**src/rtl/control_pipe.sv**
```systemverilog
// Control-word carrier for the 16-bit MIPS-style pipeline: ID/EX, EX/MEM, MEM/WB
// control registers plus load-use stall, branch/jump flush and EX forwarding selects.
module control_pipe #(
    parameter int REG_AW = 4,
    parameter int CW     = 11
) (
    input  logic              clk,
    input  logic              rst_n,
    input  logic [CW-1:0]     id_ctrl,
    input  logic              id_valid,
    input  logic [REG_AW-1:0] id_rs,
    input  logic [REG_AW-1:0] id_rt,
    input  logic [REG_AW-1:0] id_rd,
    input  logic              mem_ne,
    output logic              pc_write,
    output logic              ifid_write,
    output logic              ifid_flush,
    output logic              jump_take,
    output logic              branch_take,
    output logic              ex_alu_src,
    output logic              ex_reg_dest,
    output logic [2:0]        ex_alu_op,
    output logic [1:0]        fwd_a,
    output logic [1:0]        fwd_b,
    output logic              mem_mem_write,
    output logic              mem_mem_read,
    output logic              wb_reg_write,
    output logic              wb_mem_to_reg,
    output logic [REG_AW-1:0] wb_dst
);
    // ID-side decode; an invalid slot behaves as an all-zero word
    logic [CW-1:0]     idw;
    logic              id_jump, id_uses_rt, stall;
    logic [REG_AW-1:0] id_dst;

    // ID/EX
    logic              ex_reg_write, ex_mem_write, ex_mem_to_reg, ex_mem_read, ex_branch;
    logic [REG_AW-1:0] ex_rs, ex_rt, ex_dst;

    // EX/MEM
    logic              mem_reg_write, mem_mem_to_reg, mem_branch;
    logic [REG_AW-1:0] mem_dst;

    assign idw        = id_valid ? id_ctrl : '0;
    assign id_jump    = idw[10];
    assign id_uses_rt = idw[0] | idw[7] | idw[1];
    assign id_dst     = idw[0] ? id_rd : id_rt;

    assign stall = ex_mem_read && (ex_dst != '0) && id_valid && !id_jump &&
                   ((ex_dst == id_rs) || (id_uses_rt && (ex_dst == id_rt)));

    // A taken branch outranks the stall: the stalled instruction is squashed anyway
    assign branch_take = mem_branch & mem_ne;
    assign jump_take   = id_valid & id_jump & ~stall & ~branch_take;
    assign pc_write    = branch_take | ~stall;
    assign ifid_write  = branch_take | ~stall;
    assign ifid_flush  = branch_take | jump_take;

    always_comb begin
        fwd_a = 2'b00;
        fwd_b = 2'b00;
        if (mem_reg_write && (mem_dst != '0) && (mem_dst == ex_rs))
            fwd_a = 2'b10;
        else if (wb_reg_write && (wb_dst != '0) && (wb_dst == ex_rs))
            fwd_a = 2'b01;
        if (mem_reg_write && (mem_dst != '0) && (mem_dst == ex_rt))
            fwd_b = 2'b10;
        else if (wb_reg_write && (wb_dst != '0) && (wb_dst == ex_rt))
            fwd_b = 2'b01;
    end

    always_ff @(posedge clk or negedge rst_n) begin
        if (!rst_n) begin
            ex_reg_write   <= 1'b0;
            ex_alu_src     <= 1'b0;
            ex_mem_write   <= 1'b0;
            ex_alu_op      <= 3'b000;
            ex_mem_to_reg  <= 1'b0;
            ex_mem_read    <= 1'b0;
            ex_branch      <= 1'b0;
            ex_reg_dest    <= 1'b0;
            ex_rs          <= '0;
            ex_rt          <= '0;
            ex_dst         <= '0;
            mem_reg_write  <= 1'b0;
            mem_mem_write  <= 1'b0;
            mem_mem_to_reg <= 1'b0;
            mem_mem_read   <= 1'b0;
            mem_branch     <= 1'b0;
            mem_dst        <= '0;
            wb_reg_write   <= 1'b0;
            wb_mem_to_reg  <= 1'b0;
            wb_dst         <= '0;
        end else begin
            if (branch_take || stall) begin
                ex_reg_write  <= 1'b0;
                ex_alu_src    <= 1'b0;
                ex_mem_write  <= 1'b0;
                ex_alu_op     <= 3'b000;
                ex_mem_to_reg <= 1'b0;
                ex_mem_read   <= 1'b0;
                ex_branch     <= 1'b0;
                ex_reg_dest   <= 1'b0;
                ex_rs         <= '0;
                ex_rt         <= '0;
                ex_dst        <= '0;
            end else begin
                // A jump travels on as a no-op: it never writes a register or memory
                ex_reg_write  <= idw[9] & ~id_jump;
                ex_alu_src    <= idw[8];
                ex_mem_write  <= idw[7] & ~id_jump;
                ex_alu_op     <= idw[6:4];
                ex_mem_to_reg <= idw[3];
                ex_mem_read   <= idw[2];
                ex_branch     <= idw[1];
                ex_reg_dest   <= idw[0];
                ex_rs         <= id_rs;
                ex_rt         <= id_rt;
                ex_dst        <= id_dst;
            end

            if (branch_take) begin
                mem_reg_write  <= 1'b0;
                mem_mem_write  <= 1'b0;
                mem_mem_to_reg <= 1'b0;
                mem_mem_read   <= 1'b0;
                mem_branch     <= 1'b0;
                mem_dst        <= '0;
            end else begin
                mem_reg_write  <= ex_reg_write;
                mem_mem_write  <= ex_mem_write;
                mem_mem_to_reg <= ex_mem_to_reg;
                mem_mem_read   <= ex_mem_read;
                mem_branch     <= ex_branch;
                mem_dst        <= ex_dst;
            end

            wb_reg_write  <= mem_reg_write;
            wb_mem_to_reg <= mem_mem_to_reg;
            wb_dst        <= mem_dst;
        end
    end
endmodule

```
**config.mk**
```make
export PLATFORM = sky130hd
export DESIGN_NAME = control_pipe
export DESIGN_NICKNAME = d
export VERILOG_FILES = /design/src/rtl/control_pipe.sv
export SDC_FILE = /design/constraint.sdc
export NUM_CORES = 1
export LEC_CHECK = 0
export BUFFER_PORTS_ARGS = -buffer_cell sky130_fd_sc_hd__buf_2
export CAP_MARGIN = 30
export CORE_MARGIN = 4
export CORE_UTILIZATION = 44
export CTS_BUF_LIST = sky130_fd_sc_hd__clkbuf_16
export DETAILED_ROUTE_END_ITERATION = 8
export GPL_TIMING_DRIVEN = 0
export PLACE_DENSITY = 0.72
export SLEW_MARGIN = 40
export SYNTH_ARGS = -nofsm -noshare
export SYNTH_HDL_FRONTEND = slang
export SYNTH_SLANG_ARGS = --single-unit
```
**constraint.sdc**
```tcl
create_clock -name clk -period 1.9 [get_ports clk]
set_input_delay 0.38 -clock clk [delete_from_list [all_inputs] [get_ports clk]]
set_output_delay 0.38 -clock clk [all_outputs]
set_load 0.03 [all_outputs]
```
======== Word level (Yosys, flattened, before mapping) ========
Cells that the tools add are included.
operators by class
  divide/modulo/power cells ............... 0
  equality and inequality tests ........... 6
  bitwise logic cells ..................... 13
  add/sub/neg operators ................... 0
  multiply operators ...................... 0
  reductions and logical operators ........ 17
  shifts and indexed selects .............. 0
  magnitude comparators ................... 0
  mux-type cells .......................... 23
operator list
  kind                count
  == test 4 bit       6
  2-to-1 mux 4 bit    5
  2-to-1 mux 1 bit    14
  nonzero test 4 bit  3
  logical AND 1 bit   11
  2-to-1 mux 11 bit   1
  AND 1 bit           6
  2-to-1 mux 2 bit    2
  bitwise OR 1 bit    4
  2-to-1 mux 3 bit    1
  NOT 1 bit           3
  logical OR 1 bit    2
  logical NOT 1 bit   1
storage, ports and cells
  ROM bits ................................ 0
  latch bits .............................. 0
  memories kept ........................... 0
  bits of input ports ..................... 27
  logic and storage cells ................. 79
  flip-flop bits (word level) ............. 37
  bits in writable memories ............... 0
  output and inout port bits .............. 22

======== Depth between registers and ports, before layout ========
  depth in word-level cells ............... 10
  gate-level depth with buffers ........... 5
  depth with buffers taken out ............ 4

======== Worst setup path before layout ========
Ideal clock, no wire load.
  path kind ............................... register to output
  start ................................... register ex_dst[2]
  end ..................................... output port pc_write
  path slack .............................. -376 ps
  data required time ...................... 1520 ps
  arrival ................................. 1896 ps
  cell stages (with the launch flop) ...... 6
  path buffers ............................ 1
  path through ............................ dfrtp_1 xor2_1 or4_4 o21ai_0 nand4_1 buf_4
on the way
  longest elaborated chain between the ends .. 7
  elaborated cells between the ends (all ways) .. 11
  those cells by class .................... eq/ne: 2; bitwise: 2; reduce/logical: 7
RTL lines
  item                            RTL line  source
  start: declaration              38        logic [REG_AW-1:0] ex_rs, ex_rt, ex_dst;
  start signal: assignment        119       ex_dst <= id_dst;
  nonzero test 4 bit              49        assign stall = ex_mem_read && (ex_dst != '0) && id_valid && !id_jump &&
  logical AND 1 bit (3 in a row)  49
  logical AND 1 bit *             49
  NOT 1 bit *                     --
  bitwise OR 1 bit *              --
  end: declaration                15        output logic pc_write,
Every way passes the cells marked *; elsewhere a longest branch is shown, timed or not.

======== Final worst setup path ========
  start ................................... register ex_dst[2]
  end ..................................... output port pc_write
on the way
  longest elaborated chain between the ends .. 7
  elaborated cells between the ends (all ways) .. 11
  those cells by class .................... eq/ne: 2; bitwise: 2; reduce/logical: 7
RTL lines
  item                            RTL line  source
  nonzero test 4 bit              49
  logical AND 1 bit (3 in a row)  49
  logical AND 1 bit *             49
  NOT 1 bit *                     55        assign pc_write = branch_take | ~stall;
  bitwise OR 1 bit *              55
Marked as above.

==> impl_results.md <==
- Tcrit/Tclk final: 117.6%
- Final Util: 63.50%
- CTS buffer count: 5
- Vias in the first global route: 1296
- Relative slew slack: 70.26%
- Detailed-placement wirelength estimate: 2.584 mm
- Global-route usage over all layers: 15.73%
- Total congestion overflow: 0
- Cell Area, Synth: 1663 sq um
- Multi-input logic area: 764.5 sq um
- Hold crit path type: primary input to async pin
- Final setup margin: -0.3349 ns
- Core Region: 3661 sq um
- End point of the critical path: pc_write
- DR vias: 1233
- WP data arrival: 1.85 ns
- NumNets Final: 232
- DR vias/cell: 4.854
- Total power: 2.005 mW
- PwrDens: 862.3 nW/um^2
- Reg2Reg Depth: 7
- Drt first pass iters: 4
- Die area: 4827 sq um
- Post-Syn Instances: 140
- CP startpoint kind: flip-flop
- Status: finished with violations
- Fin Clk Skew: 0.006076 ns
- Remaining routing DRC violations: 0
- Die height: 69.48 microns
- Post-synth cell types: 26
- Hold-fix buffers, CTS: 0
- Setup crit start: ex_dst[2]
- Static Leak: 1.118 nW
- CP required: 1.52 ns
- Critical path peak fanout: 2
- Port Buf Inserts: 48
- Clk buf depth: 2
- Failing checks: negative setup slack
- FF-to-FF Start: ex_dst[2]
- Share of layout cells above drive strength 1: 44.17%
- R2R Setup Slk: -0.03 ns
- H-tree depth: 2
- Row cnt: 22
- Fmax: 447.4 MHz
- ANT cells: 0
- Gp weighted congestion: 0.7879
- Critical path capture point type: output pin
- Horiz. Die Dim: 69.48 microns
- RSZ-0062 raised after global routing: true
- Num Clock Sinks: 37
- Clock transition at the registers of the reported paths: 0.05 ns
- Tightest Pin Transition: 0.4462 ns
- Reg area: 927.1 sq um
- Sequential element share of the synthesized area: 55.68%
- Boundary Pins: 49
- Maxcap violations: 0
- RR Endpoint: ex_reg_dest
- Initial antenna violation count: 0
- Root Buffer: clkbuf_16
- Area Growth Syn to Fin: 39.80%
- Endpoints failing setup: 23
- Hold slack: 0.03955 ns
- TritonCTS clock tree: yes
- First-pass GRT wire length: 5.851 mm
- Critical path class: flip-flop to output pin
- Post-synthesis net count: 167
- Number of synthesized register bits: 37
- Peak VDD IR: 0.5840 mV
- Tmin final: 2.235 ns
- Fill count: 293
- Routed len/inst: 13.93 microns
- Fin. Hold Viols: 0
- Pin count of the biggest net entering global routing: 38
- YS warnings: 0
- Post-Route WL: 3.538 mm
- Clk_lat worst skew: 0.28 ns
- Slew Viols, Final: 0
- Avg Synthesized Cell Area: 11.88 sq um
- Initial core utilization: 45.42%
- Antenna viol nets, final: 0
- Initial DRC count: 56
[through the flow]
step | instances | TNS, ns | setup WS, ns | area [sq um]
floorplan | 140 | -0.3669 | -0.3269 | 1697
detailed placement | 236 | -0.5032 | -0.2985 | 1997
global placement | 236 | -0.4813 | -0.2874 | 1997
finish | 254 | -1.120 | -0.3349 | 2325
CTS | 252 | -0.7266 | -0.3679 | 2240
global route | 254 | -2.399 | -0.3872 | 2325
[cells in the mapped netlist (all sizes together)]
cell type / number / area share [%]
nor2: 3 / 0.68
nor3: 18 / 6.4
xnor2: 21 / 11
or4: 2 / 1.4
nand4: 6 / 2.3
nand2: 15 / 3.8
nor3b: 8 / 3.9
o21ai: 2 / 0.83
o41ai: 2 / 1.1
xor2: 3 / 1.6
and2: 9 / 3.5
clkbuf: 1 / 0.83
buf: 6 / 3.4
inv: 1 / 0.23
mux2i: 4 / 2.4
and2b: 1 / 0.53
and3b: 1 / 0.53
dfrtp: 37 / 56
[area by class of cell]
| class | count | share of cell area [%] |
|---|---|---|
| Sequential cell | 37 | 39.88 |
| Clock inverter | 3 | 0.5382 |
| Multi-Input combinational cell | 95 | 32.88 |
| Tap cell | 48 | 2.583 |
| Timing Repair Buffer | 58 | 15.34 |
| Inverter | 1 | 0.1615 |
| Clock buffer | 5 | 5.382 |
| Buffer | 7 | 3.229 |
[critical path: stages, from the launching register on]
cell and delay, ns:
dfrtp_1 0.38, xor2_1 0.14, or4_4 0.53, o21ai_2 0.12
nand4_1 0.14, buf_6 0.15, buf_6 0.12
[report_power, final]
part	switching, mW	total, mW	internal [mW]
logic	0.183	0.349	0.167
registers	0.0562	0.901	0.845
clock network	0.281	0.754	0.473
total	0.520	2.00	1.48
[metal layers]
layer | global-route usage, % | wire (microns) | vias to the layer above
li1 | - | - | 607
met1 | 16.45 | 1420 | 579
met2 | 27.86 | 1843 | 39
met3 | 5.072 | 192 | 8
met4 | 8.243 | 81 | 0
met5 | 0 | 0 | -
[logic make-up after synthesis]
kind of cell           after synthesis  share of synthesized area, %
buffers and inverters                8                         4.439
multiplexers                         4                         2.408
flip-flops                          37                         55.68
XOR/XNOR                            24                         12.64
AO/OA/AOI/OAI                        4                         1.881
AND/OR/NAND/NOR                     63                         22.95
[repair_timing]
item / CTS / global route
buffers inserted: 8 / 2
resized for setup: 11 / 15
setup endpoints to repair: 6 / 8
pin swaps: 7 / 9
[how the worst min path moves through the flow]
stage                    end  cells after the start  slack [ns]      startpoint
2_1_floorplan   ex_alu_op[0]                      0        0.08           rst_n
3_3_place_gp   wb_mem_to_reg                      0        0.33  mem_mem_to_reg
3_5_place_dp   wb_mem_to_reg                      0        0.34  mem_mem_to_reg
4_1_cts         ex_alu_op[0]                      1        0.20           rst_n
5_1_grt         ex_alu_op[0]                      1        0.08           rst_n
6_report        ex_alu_op[0]                      1        0.04           rst_n
[placed cells by master (no fill, tap or decap)]
master,instances
buf_2,42
dfrtp_1,36
xnor2_1,18
nand2_1,14
nor3_1,14
buf_6,12
buf_4,9
and2_1,8
nor3b_1,7
nand4_1,6
clkbuf_16,5
mux2i_1,4
xor2_1,3
nor3_4,3
xnor2_2,3
or4_4,2
o21ai_2,2
o41ai_4,2
nor2_4,2
clkinv_1,2
clkbuf_2,1
inv_1,1
and3b_1,1
nand2_4,1
nor3b_2,1
clkbuf_8,1
and2_2,1
nor2_1,1
nor3_2,1
and2b_2,1
clkinv_2,1
dfrtp_2,1
No activity file was read; power rests on OpenSTA's default activity.
